[config.mk]
export PLATFORM = sky130hd
export DESIGN_NAME = lcd_de_monitor
export DESIGN_NICKNAME = d
export VERILOG_FILES = /design/src/rtl/lcd_de_monitor.sv
export SDC_FILE = /design/constraint.sdc
export NUM_CORES = 1
export LEC_CHECK = 0
export CORE_MARGIN = 2
export CORE_UTILIZATION = 55
export CTS_CLUSTER_DIAMETER = 80
export DETAILED_ROUTE_END_ITERATION = 8
export PLACE_DENSITY = 0.75
export REMOVE_ABC_BUFFERS = 1
export SYNTH_ARGS = -nofsm -noshare
export SYNTH_HDL_FRONTEND = slang
export SYNTH_SLANG_ARGS = --single-unit
[constraint.sdc]
create_clock -name PixelClk -period 3.4 [get_ports PixelClk]
set_clock_uncertainty 0.15 [all_clocks]
set_input_delay 0.51 -clock PixelClk [delete_from_list [all_inputs] [get_ports PixelClk]]
set_output_delay 0.51 -clock PixelClk [all_outputs]
set_load 0.05 [all_outputs]
[src/rtl/lcd_de_monitor.sv]
// Receive-side monitor for a DE-mode RGB565 panel bus: recovers per-frame geometry, checksum, errors and lock.
// Optional LCDMON_CRC_EN selects a CRC-16-CCITT frame_sum in place of the additive checksum.
module lcd_de_monitor #(
    parameter int unsigned H_ACTIVE   = 480,
    parameter int unsigned V_ACTIVE   = 272,
    parameter int unsigned VBLANK_MIN = 1024,
    parameter int unsigned CNT_W      = 16
) (
    input  logic        PixelClk,
    input  logic        nRST,
    input  logic        LCD_DE,
    input  logic [4:0]  LCD_R,
    input  logic [5:0]  LCD_G,
    input  logic [4:0]  LCD_B,
    output logic        frame_valid,
    output logic [11:0] meas_width,
    output logic [11:0] meas_height,
    output logic [15:0] meas_htotal,
    output logic [15:0] frame_sum,
    output logic        err_width,
    output logic        err_height,
    output logic        locked
);

    localparam int unsigned PIX_W = 16;
    localparam int unsigned GEO_W = 12;
    localparam int unsigned OUT_HT_W = 16;

    localparam logic [GEO_W-1:0] GEO_MAX = '1;
    localparam logic [GEO_W-1:0] GEO_ONE = GEO_W'(1);
    localparam logic [GEO_W-1:0] H_EXP   = GEO_W'(H_ACTIVE);
    localparam logic [GEO_W-1:0] V_EXP   = GEO_W'(V_ACTIVE);
    localparam logic [CNT_W-1:0] CNT_MAX = '1;
    localparam logic [CNT_W-1:0] CNT_ONE = CNT_W'(1);
    localparam logic [CNT_W-1:0] VB_MIN  = CNT_W'(VBLANK_MIN);

    localparam logic [1:0] GOOD_MAX = 2'd2;

    localparam logic [1:0] ST_UNSYNC = 2'd0;
    localparam logic [1:0] ST_VBLANK = 2'd1;
    localparam logic [1:0] ST_ACTIVE = 2'd2;
    localparam logic [1:0] ST_HBLANK = 2'd3;

`ifdef LCDMON_CRC_EN
    localparam logic [PIX_W-1:0] SUM_INIT = 16'hFFFF;

    // One CRC-16-CCITT update over a full pixel word, MSB first.
    function automatic logic [PIX_W-1:0] sum_step(input logic [PIX_W-1:0] acc,
                                                  input logic [PIX_W-1:0] pix);
        logic [PIX_W-1:0] crc;
        crc = acc;
        for (int i = PIX_W - 1; i >= 0; i--) begin
            if (crc[PIX_W-1] ^ pix[i]) begin
                crc = {crc[PIX_W-2:0], 1'b0} ^ 16'h1021;
            end else begin
                crc = {crc[PIX_W-2:0], 1'b0};
            end
        end
        return crc;
    endfunction
`else
    localparam logic [PIX_W-1:0] SUM_INIT = 16'h0000;

    function automatic logic [PIX_W-1:0] sum_step(input logic [PIX_W-1:0] acc,
                                                  input logic [PIX_W-1:0] pix);
        return acc + pix;
    endfunction
`endif

    logic               d_de;
    logic [PIX_W-1:0]   d_pix;
    logic [CNT_W-1:0]   low_cnt;
    logic [1:0]         state;
    logic [1:0]         state_nxt;

    logic [GEO_W-1:0]   line_cnt;
    logic [GEO_W-1:0]   pix_cnt;
    logic [CNT_W-1:0]   htot_cnt;
    logic [CNT_W-1:0]   htotal_q;
    logic [GEO_W-1:0]   width_q;
    logic               werr_q;
    logic [PIX_W-1:0]   sum_q;
    logic [1:0]         good_cnt;

    logic               vb_hit_c;
    logic               htot_run_c;
    logic               start_c;
    logic               rise_c;
    logic               fall_c;
    logic               acc_c;
    logic               frame_end_c;
    logic               herr_c;
    logic [1:0]         good_nxt_c;

    // Input capture stage
    always_ff @(posedge PixelClk or negedge nRST) begin
        if (!nRST) begin
            d_de  <= 1'b0;
            d_pix <= '0;
        end else begin
            d_de  <= LCD_DE;
            d_pix <= {LCD_R, LCD_G, LCD_B};
        end
    end

    // Consecutive DE-low run length, saturating
    always_ff @(posedge PixelClk or negedge nRST) begin
        if (!nRST) begin
            low_cnt <= '0;
        end else if (d_de) begin
            low_cnt <= '0;
        end else if (low_cnt != CNT_MAX) begin
            low_cnt <= low_cnt + CNT_ONE;
        end
    end

    always_ff @(posedge PixelClk or negedge nRST) begin
        if (!nRST) begin
            state <= ST_UNSYNC;
        end else begin
            state <= state_nxt;
        end
    end

    assign vb_hit_c   = (low_cnt == VB_MIN);
    assign htot_run_c = ((state == ST_ACTIVE) || (state == ST_HBLANK)) && (line_cnt == GEO_ONE);

    // End of frame takes priority over a coincident DE rise, which then opens the next frame.
    always_comb begin
        state_nxt   = state;
        start_c     = 1'b0;
        rise_c      = 1'b0;
        fall_c      = 1'b0;
        acc_c       = 1'b0;
        frame_end_c = 1'b0;
        case (state)
            ST_UNSYNC: begin
                if (vb_hit_c) begin
                    if (d_de) begin
                        start_c   = 1'b1;
                        state_nxt = ST_ACTIVE;
                    end else begin
                        state_nxt = ST_VBLANK;
                    end
                end
            end
            ST_VBLANK: begin
                if (d_de) begin
                    start_c   = 1'b1;
                    state_nxt = ST_ACTIVE;
                end
            end
            ST_ACTIVE: begin
                if (d_de) begin
                    acc_c = 1'b1;
                end else begin
                    fall_c    = 1'b1;
                    state_nxt = ST_HBLANK;
                end
            end
            ST_HBLANK: begin
                if (vb_hit_c) begin
                    frame_end_c = 1'b1;
                    if (d_de) begin
                        start_c   = 1'b1;
                        state_nxt = ST_ACTIVE;
                    end else begin
                        state_nxt = ST_VBLANK;
                    end
                end else if (d_de) begin
                    rise_c    = 1'b1;
                    state_nxt = ST_ACTIVE;
                end
            end
            default: state_nxt = ST_UNSYNC;
        endcase
    end

    assign herr_c = (line_cnt != V_EXP);

    always_comb begin
        good_nxt_c = good_cnt;
        if (werr_q || herr_c) begin
            good_nxt_c = 2'd0;
        end else if (good_cnt != GOOD_MAX) begin
            good_nxt_c = good_cnt + 2'd1;
        end
    end

    // Per-frame measurement accumulators
    always_ff @(posedge PixelClk or negedge nRST) begin
        if (!nRST) begin
            line_cnt <= '0;
            pix_cnt  <= '0;
            htot_cnt <= '0;
            htotal_q <= '0;
            width_q  <= '0;
            werr_q   <= 1'b0;
            sum_q    <= '0;
        end else if (start_c) begin
            line_cnt <= GEO_ONE;
            pix_cnt  <= GEO_ONE;
            htot_cnt <= CNT_ONE;
            htotal_q <= '0;
            width_q  <= '0;
            werr_q   <= 1'b0;
            sum_q    <= sum_step(SUM_INIT, d_pix);
        end else begin
            if (htot_run_c && (htot_cnt != CNT_MAX)) begin
                htot_cnt <= htot_cnt + CNT_ONE;
            end
            if (acc_c) begin
                if (pix_cnt != GEO_MAX) begin
                    pix_cnt <= pix_cnt + GEO_ONE;
                end
                sum_q <= sum_step(sum_q, d_pix);
            end
            if (fall_c) begin
                if (pix_cnt != H_EXP) begin
                    werr_q <= 1'b1;
                end
                if (line_cnt == GEO_ONE) begin
                    width_q <= pix_cnt;
                end
            end
            if (rise_c) begin
                if (line_cnt != GEO_MAX) begin
                    line_cnt <= line_cnt + GEO_ONE;
                end
                if (line_cnt == GEO_ONE) begin
                    htotal_q <= htot_cnt;
                end
                pix_cnt <= GEO_ONE;
                sum_q   <= sum_step(sum_q, d_pix);
            end
        end
    end

    // Frame report registers, held between pulses
    always_ff @(posedge PixelClk or negedge nRST) begin
        if (!nRST) begin
            frame_valid <= 1'b0;
            meas_width  <= '0;
            meas_height <= '0;
            meas_htotal <= '0;
            frame_sum   <= '0;
            err_width   <= 1'b0;
            err_height  <= 1'b0;
            locked      <= 1'b0;
            good_cnt    <= '0;
        end else begin
            frame_valid <= frame_end_c;
            if (frame_end_c) begin
                meas_width  <= width_q;
                meas_height <= line_cnt;
                meas_htotal <= OUT_HT_W'(htotal_q);
                frame_sum   <= sum_q;
                err_width   <= werr_q;
                err_height  <= herr_c;
                good_cnt    <= good_nxt_c;
                locked      <= (good_nxt_c == GOOD_MAX);
            end
        end
    end

endmodule

==> reports/qor.yml, run 1 <==
worst_hold_path_type: "register to register"
n_antenna_cell: 0
final_net_count: 1020
drtAntennaViolNets: 0
drc: 0
chipHeight_um: 130
cts_setup_buffers: 0
hold_violations: 0
ys_ff_latch: 182
synth_area_leaders: "dfrtp_1 (52%), nand2_1 (9.9%), ha_1 (4.2%)"
wl_per_cell_um: 14.5
grt_max_degree: 79
die_w_um: 130
path_clk_slew_ns: 0.06
grt_use_met3_pct: 3.94
timing.fmax_ghz: 0.355
avgViaCountPerCell: 5.46
yosysTopAreaCell: "dfrtp_1"
grtUsageMet1_pct: 30.0
power_density_nw_per_um2: 413
io_pins: 79
setup_violations: 0
rr_worst_depth: 8
grt-ovfl-total: 0
num_vias: 6519
whs_path_depth: 2
ys.flop_type: "dfrtp_1"
core_area_um2: 15300
instances_no_fill: 1195
cts_buffers: 17
place_congestion: 0.879
dp.cells: 1162
period_share_pct: 82.8
synthToLayoutAreaGrowth_pct: 18.4
cp.arrival_ns: 2.98
p_leak_nw: 4.99
synth_adder_area_share_pct: 4.40
top_usage_layer: "met2"
synth_mux_area_share_pct: 3.61
hold_end: "meas_htotal[7]"
worst-path-max-fanout: 5
worst_slack_ns: 0.585
synth-seq-area-share_pct: 52.3
peakVddDrop_mv: 0.349
grt_pass1_vias: 6207
worstSetupEndpointType: "register"
layout_common_cells: "nand2_1 (228), dfrtp_1 (182), nor2_1 (85)"
drive_gt1_share_pct: 7.62
syn_avg_cell_area_um2: 9.68
cp_data_required_time_ns: 3.56
worstHoldStart: "meas_htotal[7]"
tightest_slew_ns: 0.716
syn_area_um2: 8710
synth_top_family_by_area: "simple AND/OR/NAND/NOR gates"
tns_ns: 0
reg2reg_slack_ns: 0.58
grt_pass1_wl_um: 29500
yosys.area_share.simple_pct: 22.0
final_common_cell: "nand2_1"
clock_latency_ns: 0.43
place_ws_ns: 0.647
rsz0062_at_grt: "false"
wl_um: 17400
synthXorXnorAreaFrac_pct: 5.53
yosysUniqueCellTypes: 64
start_util_pct: 56.9
synth_top_area_share_pct: 52.3
finish.utilization_pct: 67.3
drt-initial-drc-count: 395
fin_crit_ns: 2.82
cts_root_buf: "clkbuf_16"
port_buffers: 78
maxSlewViolCount: 0
antenna_found_initial: 0
die-area_um2: 16900
path_class: "register to register"
use_met2_pct: 36.8
dp_hpwl_um: 11800
outcome: "completed"
r2r_start: "sum_q[0]"
postCtsResizedCells: 0
cts_tree: "built"
rows: 45
grt_use_total_pct: 22.1
async_reset_ff_share_pct: 100
synth_edf_count: 0
reg2reg_to: "sum_q[14]"
clock_path_buffers: 2
syn_inst: 900
cts.htree.levels: 4
maxCapViolations: 0
synth_compound_area_share_pct: 9.17
drtPass1Iterations: 5
ys_warn_count: 0
clock-sinks: 182
startpoint_type: "register"
slew_headroom_pct: 52.2
## logic make-up (layout without fill, tap and decap cells)
group | count (synthesis) | count (layout)
AOI/OAI and AO/OA | 124 | 124
xor gates and xnor gates | 55 | 55
adders and majority gates | 30 | 30
buffers and inverters | 59 | 143
DFF | 182 | 182
muxes | 30 | 30
and+or+nand+nor | 420 | 420
## final cells by class
| cell class | count | area [um2] |
|---|---|---|
| Tap cell | 211 | 264 |
| Clock inverter | 8 | 97.6 |
| Sequential cell | 182 | 4550 |
| Fill cell | 1225 | 5010 |
| Multi-Input combinational cell | 659 | 3920 |
| Inverter | 17 | 63.8 |
| Timing Repair Buffer | 94 | 930 |
| Clock buffer | 24 | 482 |
## per-layer routing
metal  wire length, um  part of all wire (%)
met5                 0                     0
met4               183                   1.1
met3               642                   3.7
met2              8470                    49
met1              8060                    46
## timing repair
action	in CTS	in global routing
endpoints found under the setup margin	0	0
endpoints found under the hold margin	74	0
hold buffers	1	0
## per-stage QoR
stage | power, mW | instance area [um2] | hold slack [ns]
after CTS | 4.29 | 10300 | 0.319
final | 4.25 | 10300 | 0.312
after detailed placement | 2.36 | 9720 | 0.305
after floorplan | 2.27 | 8510 | 0.0644
after global placement | 2.36 | 9720 | 0.300
after global routing | 4.40 | 10300 | 0.337
## Yosys cell counts (all sizes together), types with 4 or more instances
library cell,number
dfrtp,182
or3,4
a21oi,29
nand4,17
o21ai,45
mux2,8
buf,16
nand2b,4
nor3,5
a211oi,5
xnor2,20
nand3,25
nor2,86
and3,10
a21o,8
a31oi,5
nor2b,4
clkbuf,26
inv,17
ha,29
xor2,35
mux2i,22
nand2,229
nor4,10
and4,8
o211ai,5
## worst max-delay path by stage
stage,start,to,slack [ns],depth (start not counted)
finish,sum_q[0],sum_q[14],0.58,8
global route,sum_q[0],sum_q[14],0.47,8
CTS,sum_q[0],sum_q[14],0.61,8
detailed placement,sum_q[0],sum_q[14],0.65,8
global placement,sum_q[0],sum_q[12],0.72,8
floorplan,low_cnt[0],htotal_q[0],-0.37,8
## worst max-delay path: stages (launching register included)
cell	delay, ns
dfrtp_1	0.40
ha_1	0.24
fa_1	0.42
a21o_1	0.23
a221oi_2	0.43
a21oi_1	0.16
o21ai_0	0.30
mux2i_1	0.11
a221o_1	0.26
## power breakdown
| group | internal (mW) | switching, mW |
|---|---|---|
| Clock | 1.14 | 0.799 |
| Sequential | 2.18 | 0.0114 |
| Combinational | 0.0477 | 0.0778 |
| Total | 3.37 | 0.888 |
## state kept, by name, summed over array words and instances, names as in the netlist, 16 cells and up
name	cells
htot_cnt	16
sum_q	16
low_cnt	16
d_pix	16
meas_htotal	16
frame_sum	16
htotal_q	16
(Power assumes the default switching activity.)
==> run 2, diff against run 1 <==
CORE_UTILIZATION = 52   (was 55)
PLACE_DENSITY = 0.74   (was 0.75)
clock period = 2.29 ns   (was 3.4 ns; I/O delays follow)
==> run 2 against run 1 <==
- the flow now finishes with violations (negative setup slack)
- global-route usage barely moved
- flip-flop and latch count is the same
- first-iteration DRC count rose by 8.4%
- critical path depth did not move
- die area grew 5.6%
- clock power increased by 44%
- critical path type unchanged
- critical endpoint is now sum_q[12]
- highest routed layer unchanged
==> reports/qor.yml, run 2 (synthesis gave the netlist of run 1 again) <==
timing.fmax_ghz: 0.414
max_stage_delay_ns: 0.40
outcome: "complete, but fails checks"
drc: 0
p_leak_nw: 5.49
chipHeight_um: 133
core_area_um2: 16500
rr_worst_depth: 8
cp_data_required_time_ns: 2.46
hold_violations: 0
cts_tree: "built"
setup_violations: 5
reg2reg_slack_ns: -0.13
grt_pass1_vias: 6813
start_util_pct: 52.9
drt-initial-drc-count: 428
final_common_cell: "nand2_1"
startpoint_type: "register"
rows: 47
cp_cell_sequence: "ha_2, fa_2, a21o_1, a221oi_4, o211ai_1, a41oi_2, mux2i_1, a221o_1"
violations: "negative setup slack"
drtAntennaViolNets: 0
grt_use_total_pct: 22.1
final_net_count: 1100
setup.worst_path.start: "sum_q[0]"
worst_slack_ns: -0.127
grt_pass1_wl_um: 31800
grt_max_degree: 62
path_clk_slew_ns: 0.07
reg2reg_to: "sum_q[12]"
endpoint: "sum_q[12]"
port_buffers: 78
drive_gt1_share_pct: 18.0
slew_headroom_pct: 58.5
power_density_nw_per_um2: 554
maxCapViolations: 0
slowest_stage: "dfrtp_1"
final_area_um2: 11400
cts_root_buf: "clkbuf_16"
layout_common_cells: "nand2_1 (227), dfrtp_1 (181), nor2_1 (85)"
cts.htree.levels: 4
tightest_slew_ns: 0.623
drtPass1Iterations: 4
grt-ovfl-total: 0
maxSlewViolCount: 0
rsz0062_at_grt: "true"
clock_latency_ns: 0.44
antenna_found_initial: 0
clock_path_buffers: 2
place_congestion: 0.868
finish.utilization_pct: 69.1
cp.arrival_ns: 2.59
path_class: "register to register"
cts_buffers: 17
io_pins: 79
synthToLayoutAreaGrowth_pct: 30.6
worst_hold_path_type: "input port to register"
avgViaCountPerCell: 5.31
worstSetupEndpointType: "register"
fin_crit_ns: 2.42
r2r_start: "sum_q[0]"
peakVddDrop_mv: 0.517
dpl_cell_area_um2: 10400
dp_hpwl_um: 12900
whs_ns: 0.189
wl_um: 19100
die-area_um2: 17800
n_antenna_cell: 0
wl_per_cell_um: 14.9
period_share_pct: 106
die_w_um: 133
worst-path-max-fanout: 3
clock-sinks: 182
num_vias: 6817
[run 2: power breakdown]
part,total [mW],internal [mW],switching (mW)
Clock,2.80,1.56,1.24
Sequential,3.25,3.23,0.0186
Combinational,0.244,0.109,0.135
Total,6.30,4.90,1.39
[run 2: repair_timing]
| action | 4_1_cts | 5_1_grt |
|---|---|---|
| hold buffers | 1 | 0 |
| gates cloned | 0 | 1 |
| resized for setup | 16 | 42 |
| endpoints found under the hold margin | 55 | 0 |
| setup endpoints to repair | 12 | 136 |
| pin swaps | 10 | 19 |
| buffers inserted | 0 | 6 |
[run 2: metrics by stage]
stage	worst slack, ns	TNS (ns)	power (mW)	cells
6_report	-0.127	-0.330	6.30	1284
5_1_grt	-0.201	-1.08	6.49	1284
3_3_place_gp	-0.255	-0.704	3.53	1244
3_5_place_dp	-0.295	-1.10	3.53	1244
2_1_floorplan	-1.48	-100.86	3.38	858
4_1_cts	-0.0901	-0.208	6.33	1277
[run 2: worst min path at each step]
stage	startpoint	end	slack, ns	depth (start not counted)
floorplan	nRST	d_de	-0.10	0
global placement	nRST	sum_q[2]	0.22	1
detailed placement	nRST	frame_sum[2]	0.22	1
CTS	LCD_G[0]	d_pix[5]	0.18	1
global route	LCD_G[5]	d_pix[10]	0.18	1
finish	LCD_G[3]	d_pix[8]	0.19	1
[run 2: critical path: cells and delay by family, from the launching register on]
family,cells,cell delay [ns]
adder cells (fa/ha/maj),2,0.55
AO/OA/AOI/OAI,5,1.11
multiplexers,1,0.09
flip-flops,1,0.40
[run 2: layer usage]
metal	global-route usage (%)	routed length (um)	vias to the layer above
li1	-	-	3355
met1	29.1	8560	3319
met2	36.7	9510	107
met3	3.73	588	36
met4	9.04	470	0
met5	0	0	-
[run 2: cell type report]
class                      count  area (um2)
fill                        1215        5090
inverter                      17        63.8
multi-input combinational    659        4200
clock inverter                10        95.1
clock buffer                  22         464
tap                          220         275
timing repair buffer         174        1710
sequential                   182        4560
